$ cat src/rtl/if_fetch_queue.sv
// if_fetch_queue: DEPTH-entry {PC, instruction} FIFO between IF and ID.
// Generalises the IF/ID register; Flush empties it, out_ready low freezes it.
//
// Ports:
//   clk, rst            clock, async active-high reset
//   Flush               discard all entries (redirect)
//   in_valid, in_ready  IF side handshake
//   PC_in, instruction_in  fetched pair
//   out_valid, out_ready   ID side handshake (out_ready low = freeze)
//   PC_out, instruction_out  head pair, zero when nothing valid
//   count               occupied entries, 0..DEPTH
//
// Build option: IF_QUEUE_BYPASS_EN gives a same-cycle path from the
// input pair to the outputs when the queue is empty.
module if_fetch_queue #(
  parameter int INSTR_W = 32,
  parameter int PC_W    = 32,
  parameter int DEPTH   = 4
) (
  input  logic                       clk,
  input  logic                       rst,
  input  logic                       Flush,
  input  logic                       in_valid,
  input  logic [PC_W-1:0]            PC_in,
  input  logic [INSTR_W-1:0]         instruction_in,
  output logic                       in_ready,
  output logic                       out_valid,
  input  logic                       out_ready,
  output logic [PC_W-1:0]            PC_out,
  output logic [INSTR_W-1:0]         instruction_out,
  output logic [$clog2(DEPTH+1)-1:0] count
);

  localparam int AW = $clog2(DEPTH);
  localparam int CW = $clog2(DEPTH+1);
  localparam logic [CW-1:0] FULL_CNT = CW'(DEPTH);

  logic [PC_W-1:0]    pc_mem  [DEPTH];
  logic [INSTR_W-1:0] ins_mem [DEPTH];

  logic [AW-1:0] rd_ptr;
  logic [AW-1:0] wr_ptr;

  logic empty;
  logic push;
  logic wr_en;
  logic rd_en;
  logic byp;

  assign empty    = (count == '0);
  // Depends only on registered count and Flush, never on out_ready.
  assign in_ready = (count != FULL_CNT) && !Flush;
  assign push     = in_valid && in_ready;

`ifdef IF_QUEUE_BYPASS_EN
  assign byp       = empty && in_valid && !Flush;
  assign out_valid = !empty || byp;
  // A bypassed pair taken by ID the same cycle never touches storage.
  assign wr_en     = push && !(byp && out_ready);
`else
  assign byp       = 1'b0;
  assign out_valid = !empty;
  assign wr_en     = push;
`endif

  assign rd_en = !empty && out_ready;

  always_comb begin
    PC_out          = '0;
    instruction_out = '0;
    unique case (1'b1)
      !empty: begin
        PC_out          = pc_mem[rd_ptr];
        instruction_out = ins_mem[rd_ptr];
      end
      byp: begin
        PC_out          = PC_in;
        instruction_out = instruction_in;
      end
      default: ;
    endcase
  end

  always_ff @(posedge clk) begin
    if (wr_en && !Flush) begin
      pc_mem[wr_ptr]  <= PC_in;
      ins_mem[wr_ptr] <= instruction_in;
    end
  end

  always_ff @(posedge clk or posedge rst) begin
    if (rst) begin
      rd_ptr <= '0;
      wr_ptr <= '0;
      count  <= '0;
    end else if (Flush) begin
      rd_ptr <= '0;
      wr_ptr <= '0;
      count  <= '0;
    end else begin
      if (wr_en) wr_ptr <= wr_ptr + AW'(1);
      if (rd_en) rd_ptr <= rd_ptr + AW'(1);
      count <= count + CW'(wr_en) - CW'(rd_en);
    end
  end

endmodule

$ cat config.mk
export PLATFORM = sky130hd
export DESIGN_NAME = if_fetch_queue
export DESIGN_NICKNAME = d
export VERILOG_FILES = /design/src/rtl/if_fetch_queue.sv
export SDC_FILE = /design/constraint.sdc
export NUM_CORES = 1
export LEC_CHECK = 0
export CORE_UTILIZATION = 57
export CTS_BUF_LIST = sky130_fd_sc_hd__clkbuf_4
export DETAILED_ROUTE_END_ITERATION = 6
export GPL_ROUTABILITY_DRIVEN = 0
export PLACE_DENSITY = 0.79
export SETUP_SLACK_MARGIN = 0.5
export SYNTH_ARGS = -nofsm -noshare
export SYNTH_HDL_FRONTEND = slang
export SYNTH_SLANG_ARGS = --single-unit
$ cat constraint.sdc
create_clock -name clk -period 3.5 [get_ports clk]
set_clock_uncertainty 0.15 [all_clocks]
set_input_delay 0.35 -clock clk [delete_from_list [all_inputs] [get_ports clk]]
set_output_delay 0.35 -clock clk [all_outputs]
set_load 0.01 [all_outputs]
==> results of run 1 <==
## power breakdown
part           leakage [nW]  switching, W  total, W  internal [W]
Combinational          1.60       0.00145   0.00317       0.00172
Clock                 0.459       0.00110   0.00231       0.00122
Sequential             2.41      0.000114   0.00384       0.00372
## cells in the final DEF, fill, tap and decap left out, drive strengths merged, types with 13 or more instances in the layout
cell type      Yosys  layout
clkbuf             9     108
clkdlybuf4s15      0      16
and2              69      69
mux4              64      64
buf               13      43
edfxtp           256     256
clkdlybuf4s50      0      73
clkinv             0      17
dlygate4sd2        0      13
## what timing repair did
| item | 4_1_cts | 5_1_grt |
|---|---|---|
| resized for setup | 126 | 48 |
| endpoints found under the setup margin | 65 | 52 |
| endpoints found under the hold margin | 7 | 0 |
| hold buffers | 1 | 0 |
| cloned | 7 | 0 |
| setup buffers | 12 | 0 |
| pin swaps | 1 | 0 |
## critical path: cells and delay by family, from the launching register on
kind / cells / cell delay [ps]
buf+inv: 5 / 650
flops: 1 / 520
mux: 1 / 430
simple gates: 1 / 180
## state kept, by name, indices dropped and copies added (netlist names)
name     count
rd_ptr       2
wr_ptr       2
pc_mem     128
count        3
ins_mem    128
## cell usage after synthesis (2+ instances only)
master    number  share of area [%]
nand2b_1       2               0.12
dfrtp_1        7                1.7
nor2_1         6               0.22
edfxtp_1     256                 76
clkbuf_1       9               0.33
ha_1           6               0.74
buf_2          8               0.40
mux4_2        64                 14
xor2_1         3               0.26
and2_1        69                4.3
inv_1          7               0.26
buf_6          5               0.56
## routing by layer
layer  vias to the layer above  track usage [%]  routed length (um)
met4                         0             6.80                 233
met2                       203             36.8                9830
met3                        20             6.10                1530
met5                         -                0                   0
met1                      2586             31.5                8460
li1                       2303                -                   -
## cell type report
cell class,instances,share of cell area (%)
flip-flops and latches,263,61.3
well taps,225,2.19
clock inverters,17,0.497
diodes,1,0.0195
clock buffers,94,5.50
inverters,7,0.205
repair buffers,166,13.6
multi-input cells,162,16.7
## stage by stage
stage	std cells	area, um^2	total power [W]	utilization (%)
6_report	935	12800	0.00932	74.2
2_1_floorplan	452	10100	0.00550	-
5_1_grt	934	12800	0.00977	74.2
4_1_cts	934	12900	0.00943	74.4
3_3_place_gp	803	11800	0.00681	68.4
3_5_place_dp	803	11800	0.00687	68.4
## worst paths after layout
kind | end | from | slack, ps | depth (start not counted)
worst max-delay path | instruction_out[10] | rd_ptr[0] | 560 | 7
worst min-delay path | ins_mem[3][6] | instruction_in[6] | 170 | 1
worst max register to register | count[2] | count[1] | 650 | 11
worst min register to register | wr_ptr[0] | wr_ptr[0] | 420 | 1
max in group asynchronous | rd_ptr[0] | rst | 2600 | 3
min in group asynchronous | count[2] | rst | 340 | 3
## cells by family after synthesis
kind of cell	count (synthesis)	share of synthesized area, %
xor+xnor	3	0.260
fa+ha+maj	7	0.940
compound gates	4	0.297
flops	263	77.7
buf+inv	29	1.55
mux	66	14.5
simple gates	80	4.79
==> results.json, run 1 <==
{
  "run_status": "finished clean",
  "synthArstFlopShare_pct": 2.66,
  "cellPowerDensity_nw_per_um2": 726,
  "yosysWarnings": 0,
  "cts.sinks": 263,
  "setup_viol": 0,
  "fmax_ghz": 0.340,
  "cpMaxStageDelayCell": "dfrtp_4",
  "ant_nets": 0,
  "path_class": "reg2out",
  "die-width_um": 135,
  "rows": 48,
  "ys_ff_latch": 263,
  "grt.overflow.total": 0,
  "grt_start_max_net_pins": 40,
  "antenna_found_initial": 1,
  "drcViolationCount": 0,
  "synth-seq-area-share_pct": 77.7,
  "start_util_pct": 58.5,
  "fin_nets": 736,
  "crit_path_cell_trace": "buf_6 > buf_16 > buf_12 > buf_6 > mux4_2 > and2_4 > buf_6",
  "slew_violations": 0,
  "multi_input_area_um2": 2140,
  "arrival_ps": 2440,
  "slew_headroom_pct": 69.8,
  "grt_pass1_wl_mm": 30.4,
  "synth_edf_count": 256,
  "max_stage_delay_ps": 520,
  "p_leak_nw": 4.47,
  "cp_data_required_time_ps": 3000,
  "vias": 5112,
  "die_area_um2": 18300,
  "rsz0062_at_grt": "yes",
  "syn-cell-area_um2": 10100,
  "yosysUniqueCellTypes": 22,
  "setup_tns_ps": 0,
  "root_buffer": "clkbuf_4",
  "syn_nets": 528,
  "first_pass_iters": 4,
  "place_ws_ps": 339,
  "drt_iter0_drc": 277,
  "path_max_fanout": 8,
  "start_kind": "flip-flop",
  "synth_top_flop_cell": "edfxtp_1",
  "grt_usage_pct": 23.0,
  "hold_path.class": "in2reg",
  "drv_cap": 0,
  "clock_latency_ps": 650,
  "hold_slack_ps": 174,
  "irDropWorstVdd_mv": 0.487,
  "tightest_slew_ps": 453,
  "post_drt_wl_per_cell_um": 21.4,
  "post-route-period-util_pct": 84.1,
  "avgSynthCellArea_um2": 22.4,
  "io_pins": 138,
  "cts_tree": "done",
  "grt_pass1_vias": 5448,
  "cts.path.max_buffers": 3,
  "finalHoldViolations": 0,
  "min_period_ps": 2940,
  "areaGrowthSynthToFinish_pct": 26.9,
  "fin_ws_ps": 558,
  "crit_top_cell": "buf_6",
  "numCtsBuffers": 60,
  "die_h_um": 135,
  "totalWireLength_mm": 20.0,
  "drive_above_1_share_pct": 32.2,
  "core_area_um2": 17300,
  "syn_inst": 452,
  "worst_setup_path_end_kind": "primary output",
  "hpwl_mm": 10.5,
  "vias_per_cell": 5.47,
  "register_area_um2": 7870,
  "fill_cells": 1015,
  "htree_levels": 2,
  "clk_pin_slew_ps": 70,
  "port_buffers": 137
}
(Power assumes the default switching activity.)
==> inputs of run 2 (changes only) <==
--- a/config.mk
+++ b/config.mk
@@ -5,11 +5,11 @@
 export SDC_FILE = /design/constraint.sdc
 export NUM_CORES = 1
 export LEC_CHECK = 0
-export CORE_UTILIZATION = 57
+export CORE_UTILIZATION = 51
 export CTS_BUF_LIST = sky130_fd_sc_hd__clkbuf_4
 export DETAILED_ROUTE_END_ITERATION = 6
 export GPL_ROUTABILITY_DRIVEN = 0
-export PLACE_DENSITY = 0.79
+export PLACE_DENSITY = 0.75
 export SETUP_SLACK_MARGIN = 0.5
 export SYNTH_ARGS = -nofsm -noshare
 export SYNTH_HDL_FRONTEND = slang
==> constraint.sdc (replaced) <==
create_clock -name clk -period 2.47 [get_ports clk]
set_clock_uncertainty 0.15 [all_clocks]
set_input_delay 0.247 -clock clk [delete_from_list [all_inputs] [get_ports clk]]
set_output_delay 0.247 -clock clk [all_outputs]
set_load 0.01 [all_outputs]
==> results.json, run 2 (same netlist as run 1, synthesis figures left out) <==
{
  "clk_pin_slew_ps": 60,
  "slew_violations": 0,
  "drcViolationCount": 0,
  "grt_pass1_wl_mm": 31.9,
  "grt.overflow.total": 0,
  "rsz0062_at_grt": "yes",
  "irDropWorstVdd_mv": 0.730,
  "fin_ws_ps": -281,
  "top_regs": "ins_mem (128), pc_mem (128), count (3)",
  "io_pins": 138,
  "cts.path.max_buffers": 3,
  "register_area_um2": 7870,
  "p_leak_nw": 4.76,
  "timing.rr.start": "count[0]",
  "ant_nets": 0,
  "tightest_slew_ps": 326,
  "post-route-period-util_pct": 111,
  "hpwl_mm": 11.6,
  "cellPowerDensity_nw_per_um2": 1100,
  "place_ws_ps": -87.1,
  "fin_cells": 1000,
  "path_max_fanout": 8,
  "antenna_found_initial": 1,
  "die_area_um2": 20400,
  "core_area_um2": 19500,
  "fmax_ghz": 0.364,
  "whs_path_depth": 1,
  "layout_commonest_cell": "edfxtp_1",
  "vias": 5316,
  "rr_worst_depth": 11,
  "post_drt_wl_per_cell_um": 21.1,
  "port_buffers": 137,
  "fill_cells": 1235,
  "first_pass_iters": 4,
  "crit_path_cell_trace": "buf_12 > buf_6 > buf_12 > buf_16 > mux4_2 > and2_4 > buf_6",
  "start_kind": "flip-flop",
  "setup_viol": 64,
  "fin_nets": 768,
  "vias_per_cell": 5.32,
  "most-common-layout-cells": "edfxtp_1, clkbuf_4, clkdlybuf4s50_1",
  "path_class": "reg2out",
  "cts_tree": "done",
  "die_h_um": 143,
  "rows": 51,
  "setup_tns_ps": -10050,
  "grt_start_max_net_pins": 50,
  "max_stage_delay_ps": 510,
  "cts.sinks": 263,
  "hold_end": "pc_mem[2][9]",
  "grt_usage_pct": 21.6,
  "reg2reg_setup_slack_ps": 40,
  "cp_data_required_time_ps": 2070,
  "cpMaxStageDelayCell": "dfrtp_4",
  "numCtsBuffers": 67,
  "multi_input_area_um2": 2310,
  "drt_iter0_drc": 286,
  "root_buffer": "clkbuf_4",
  "drive_above_1_share_pct": 49.2,
  "min_period_ps": 2750,
  "placedCellCount": 854,
  "grt_pass1_vias": 5832,
  "clock_latency_ps": 630,
  "drv_cap": 0,
  "stdcell_area_um2": 13600,
  "r2r-end": "count[2]",
  "worst_setup_path_end_kind": "primary output",
  "finalHoldViolations": 0,
  "final_core_util_pct": 69.6,
  "totalWireLength_mm": 21.1,
  "place_area_um2": 12100,
  "slew_headroom_pct": 78.3,
  "arrival_ps": 2350,
  "hold_path.class": "in2reg",
  "failed_checks": "negative setup slack",
  "die-width_um": 143,
  "run_status": "complete, but fails checks",
  "areaGrowthSynthToFinish_pct": 34.0,
  "hold_start": "PC_in[9]",
  "start_util_pct": 52.0,
  "htree_levels": 3
}
## run 2: worst max-delay path, delay by kind of cell, from the launching register on
family                 cells  cell delay, ps
AND/OR/NAND/NOR            1             160
flip-flops                 1             510
buffers and inverters      5             620
multiplexers               1             430
## run 2: worst max path at each step
stage / start / to / slack, ps
floorplan: count[1] / count[2] / 220
finish: rd_ptr[0] / PC_out[15] / -280
global placement: in_valid / count[2] / -8
global route: rd_ptr[0] / PC_out[15] / -360
detailed placement: in_valid / count[2] / -90
CTS: rd_ptr[0] / PC_out[13] / -320
## run 2: layout make-up
| cell class | count | area share [%] |
|---|---|---|
| Multi-Input combinational cell | 160 | 17.0 |
| Clock buffer | 97 | 5.37 |
| Sequential cell | 263 | 58.1 |
| Timing Repair Buffer | 193 | 16.0 |
| Antenna cell | 1 | 0.0185 |
| Tap cell | 265 | 2.45 |
| Clock inverter | 14 | 0.785 |
| Inverter | 7 | 0.212 |
## run 2: report_power, final
group	total [W]	internal [W]	leakage [nW]	switching, W
clock	0.00362	0.00200	0.504	0.00162
combinational	0.00590	0.00351	1.85	0.00239
sequential	0.00539	0.00528	2.41	0.000112
total	0.0149	0.0108	4.76	0.00412
## run 2: metal layers
layer,vias up,part of all wire (%),track usage (%)
li1,2352,-,-
met1,2738,40,26.6
met2,205,51,35.9
met3,21,8.0,7.21
met4,0,1.2,7.87
met5,-,0,0
## run 2: metrics by stage
stage	power [W]	hold slack [ps]
6_report	0.0149	97.1
3_3_place_gp	0.00993	360
3_5_place_dp	0.00999	374
4_1_cts	0.0145	21.9
5_1_grt	0.0157	56.0
2_1_floorplan	0.00784	-99.8
## run 2: repair_timing
action                                 4_1_cts  5_1_grt
hold buffers                                 1        0
setup endpoints to repair                   71       68
buffers inserted                            16        9
pin swaps                                   52        9
gates cloned                                 7        1
endpoints found under the hold margin        7        0
gates resized for setup                    320       64
==> inputs of run 3 (changes only) <==
--- a/config.mk
+++ b/config.mk
@@ -5,11 +5,11 @@
 export SDC_FILE = /design/constraint.sdc
 export NUM_CORES = 1
 export LEC_CHECK = 0
-export CORE_UTILIZATION = 51
+export CORE_UTILIZATION = 34
 export CTS_BUF_LIST = sky130_fd_sc_hd__clkbuf_4
 export DETAILED_ROUTE_END_ITERATION = 6
 export GPL_ROUTABILITY_DRIVEN = 0
-export PLACE_DENSITY = 0.75
+export PLACE_DENSITY = 0.53
 export SETUP_SLACK_MARGIN = 0.5
 export SYNTH_ARGS = -nofsm -noshare
 export SYNTH_HDL_FRONTEND = slang
==> results.json, run 3 (same netlist as run 1, synthesis figures left out) <==
{
  "path_class": "reg2out",
  "numCtsBuffers": 71,
  "htree_levels": 3,
  "cts.sinks": 263,
  "top_regs": "ins_mem (128), pc_mem (128), count (3)",
  "die_h_um": 175,
  "start_kind": "flip-flop",
  "dr_wl_met3_mm": 1.63,
  "drive_above_1_share_pct": 50.8,
  "setup_viol": 64,
  "min_period_ps": 2720,
  "p_total_w": 0.0153,
  "path_max_fanout": 7,
  "drv_cap": 0,
  "hold_slack_ps": 103,
  "layout_commonest_cell": "edfxtp_1",
  "rows": 62,
  "rsz0062_at_grt": "yes",
  "hold_start": "instruction_in[18]",
  "ant_nets": 0,
  "finalHoldViolations": 0,
  "failed_checks": "negative setup slack",
  "cpMaxStageDelayCell": "dfrtp_4",
  "grt_pass1_wl_mm": 33.2,
  "post-route-period-util_pct": 110,
  "grt_usage_pct": 14.6,
  "cts_tree": "done",
  "core_area_um2": 29000,
  "fmax_ghz": 0.368,
  "drcViolationCount": 0,
  "antenna_found_initial": 2,
  "totalWireLength_mm": 21.6,
  "top_layer": "met4",
  "cts.path.max_buffers": 3,
  "dr_wl_met2_mm": 10.8,
  "port_buffers": 137,
  "timing.rr.start": "count[0]",
  "final_core_util_pct": 47.6,
  "grt_pass1_vias": 5994,
  "cellPowerDensity_nw_per_um2": 1110,
  "vias_per_cell": 4.67,
  "die-width_um": 175,
  "grt.overflow.total": 0,
  "fin_ws_ps": -246,
  "vias": 5249,
  "register_area_um2": 7870,
  "fin_nets": 777,
  "reg2reg_setup_slack_ps": 110,
  "met1_length_mm": 8.90,
  "drt_iter0_drc": 294,
  "multi_input_area_um2": 2330,
  "fill_cells": 2490,
  "slew_headroom_pct": 77.4,
  "tightest_slew_ps": 339,
  "first_pass_iters": 4,
  "run_status": "complete, but fails checks",
  "crit_start": "rd_ptr[0]",
  "areaGrowthSynthToFinish_pct": 36.5,
  "max_stage_delay_ps": 520,
  "arrival_ps": 2320,
  "die_area_um2": 30500,
  "most-common-layout-cells": "edfxtp_1, clkbuf_4, buf_6",
  "cp_data_required_time_ps": 2070,
  "irDropWorstVdd_mv": 0.619,
  "place_area_um2": 12200,
  "clock_latency_ps": 620,
  "post_drt_wl_per_cell_um": 19.2,
  "grt_start_max_net_pins": 45,
  "start_util_pct": 34.9,
  "stdcell_area_um2": 13800,
  "crit_path_cell_trace": "buf_6 > buf_12 > buf_12 > buf_6 > mux4_2 > and2_4 > buf_6",
  "root_buffer": "clkbuf_4",
  "worst_setup_path_end_kind": "primary output",
  "clk_pin_slew_ps": 60,
  "p_leak_nw": 4.80,
  "hpwl_mm": 11.8,
  "io_pins": 138,
  "hold_path.class": "in2reg",
  "slew_violations": 0,
  "crit_top_cell": "buf_6"
}
run 3: changes by cell type in the layout (fill, tap and decap cells not counted), sizes merged:
cell / delta
buf: +12
clkinv: -3
bufbuf: -2
clkbuf: -2
bufinv: +1
dlygate4sd2: +1
inv: -1
run 3: final timing paths:
check / end / cells after the start
setup reg to reg: count[2] / 11
hold reg to reg: wr_ptr[0] / 1
hold / removal: ins_mem[1][18] / 1
max in group asynchronous: rd_ptr[0] / 3
setup / recovery: PC_out[14] / 7
min in group asynchronous: count[2] / 3
run 3: what timing repair did:
| item | 4_1_cts | 5_1_grt |
|---|---|---|
| pin swaps | 47 | 14 |
| hold endpoints to repair | 7 | 0 |
| gates resized for setup | 368 | 54 |
| buffers inserted | 29 | 6 |
| cloned | 4 | 1 |
| hold buffers | 1 | 0 |
| setup endpoints to repair | 71 | 68 |
run 3: worst max-delay path, delay by kind of cell, from the launching register on:
family / cells / cell delay, ps
buffers and inverters: 5 / 640
flip-flops: 1 / 520
multiplexers: 1 / 400
AND/OR/NAND/NOR: 1 / 150
run 3: metal layers:
metal / up-vias / GRT usage, %
met5: - / 0
met4: 0 / 4.86
met3: 33 / 5.84
met2: 157 / 23.8
met1: 2687 / 17.7
li1: 2372 / -
run 3: through the flow:
step                      cells  setup TNS [ps]  worst slack (ps)
final                      1125           -8690              -246
after global routing       1125          -16190              -360
after CTS                  1117          -13970              -352
after detailed placement    971           -92.1             -92.1
after global placement      971           -45.6             -45.6
after floorplan             452               0               220
run 3: power breakdown:
group | total, W | switching [W] | internal (W)
logic | 0.00616 | 0.00243 | 0.00373
clock network | 0.00379 | 0.00163 | 0.00216
registers | 0.00538 | 0.0000990 | 0.00528
total | 0.0153 | 0.00416 | 0.0112
run 3: cell type report:
| type | count | share of cell area, % |
|---|---|---|
| Multi-Input combinational cell | 160 | 16.8 |
| Clock buffer | 101 | 5.49 |
| Tap cell | 384 | 3.48 |
| Antenna cell | 1 | 0.0181 |
| Timing Repair Buffer | 198 | 16.1 |
| Sequential cell | 263 | 57.0 |
| Clock inverter | 11 | 0.870 |
| Inverter | 7 | 0.190 |
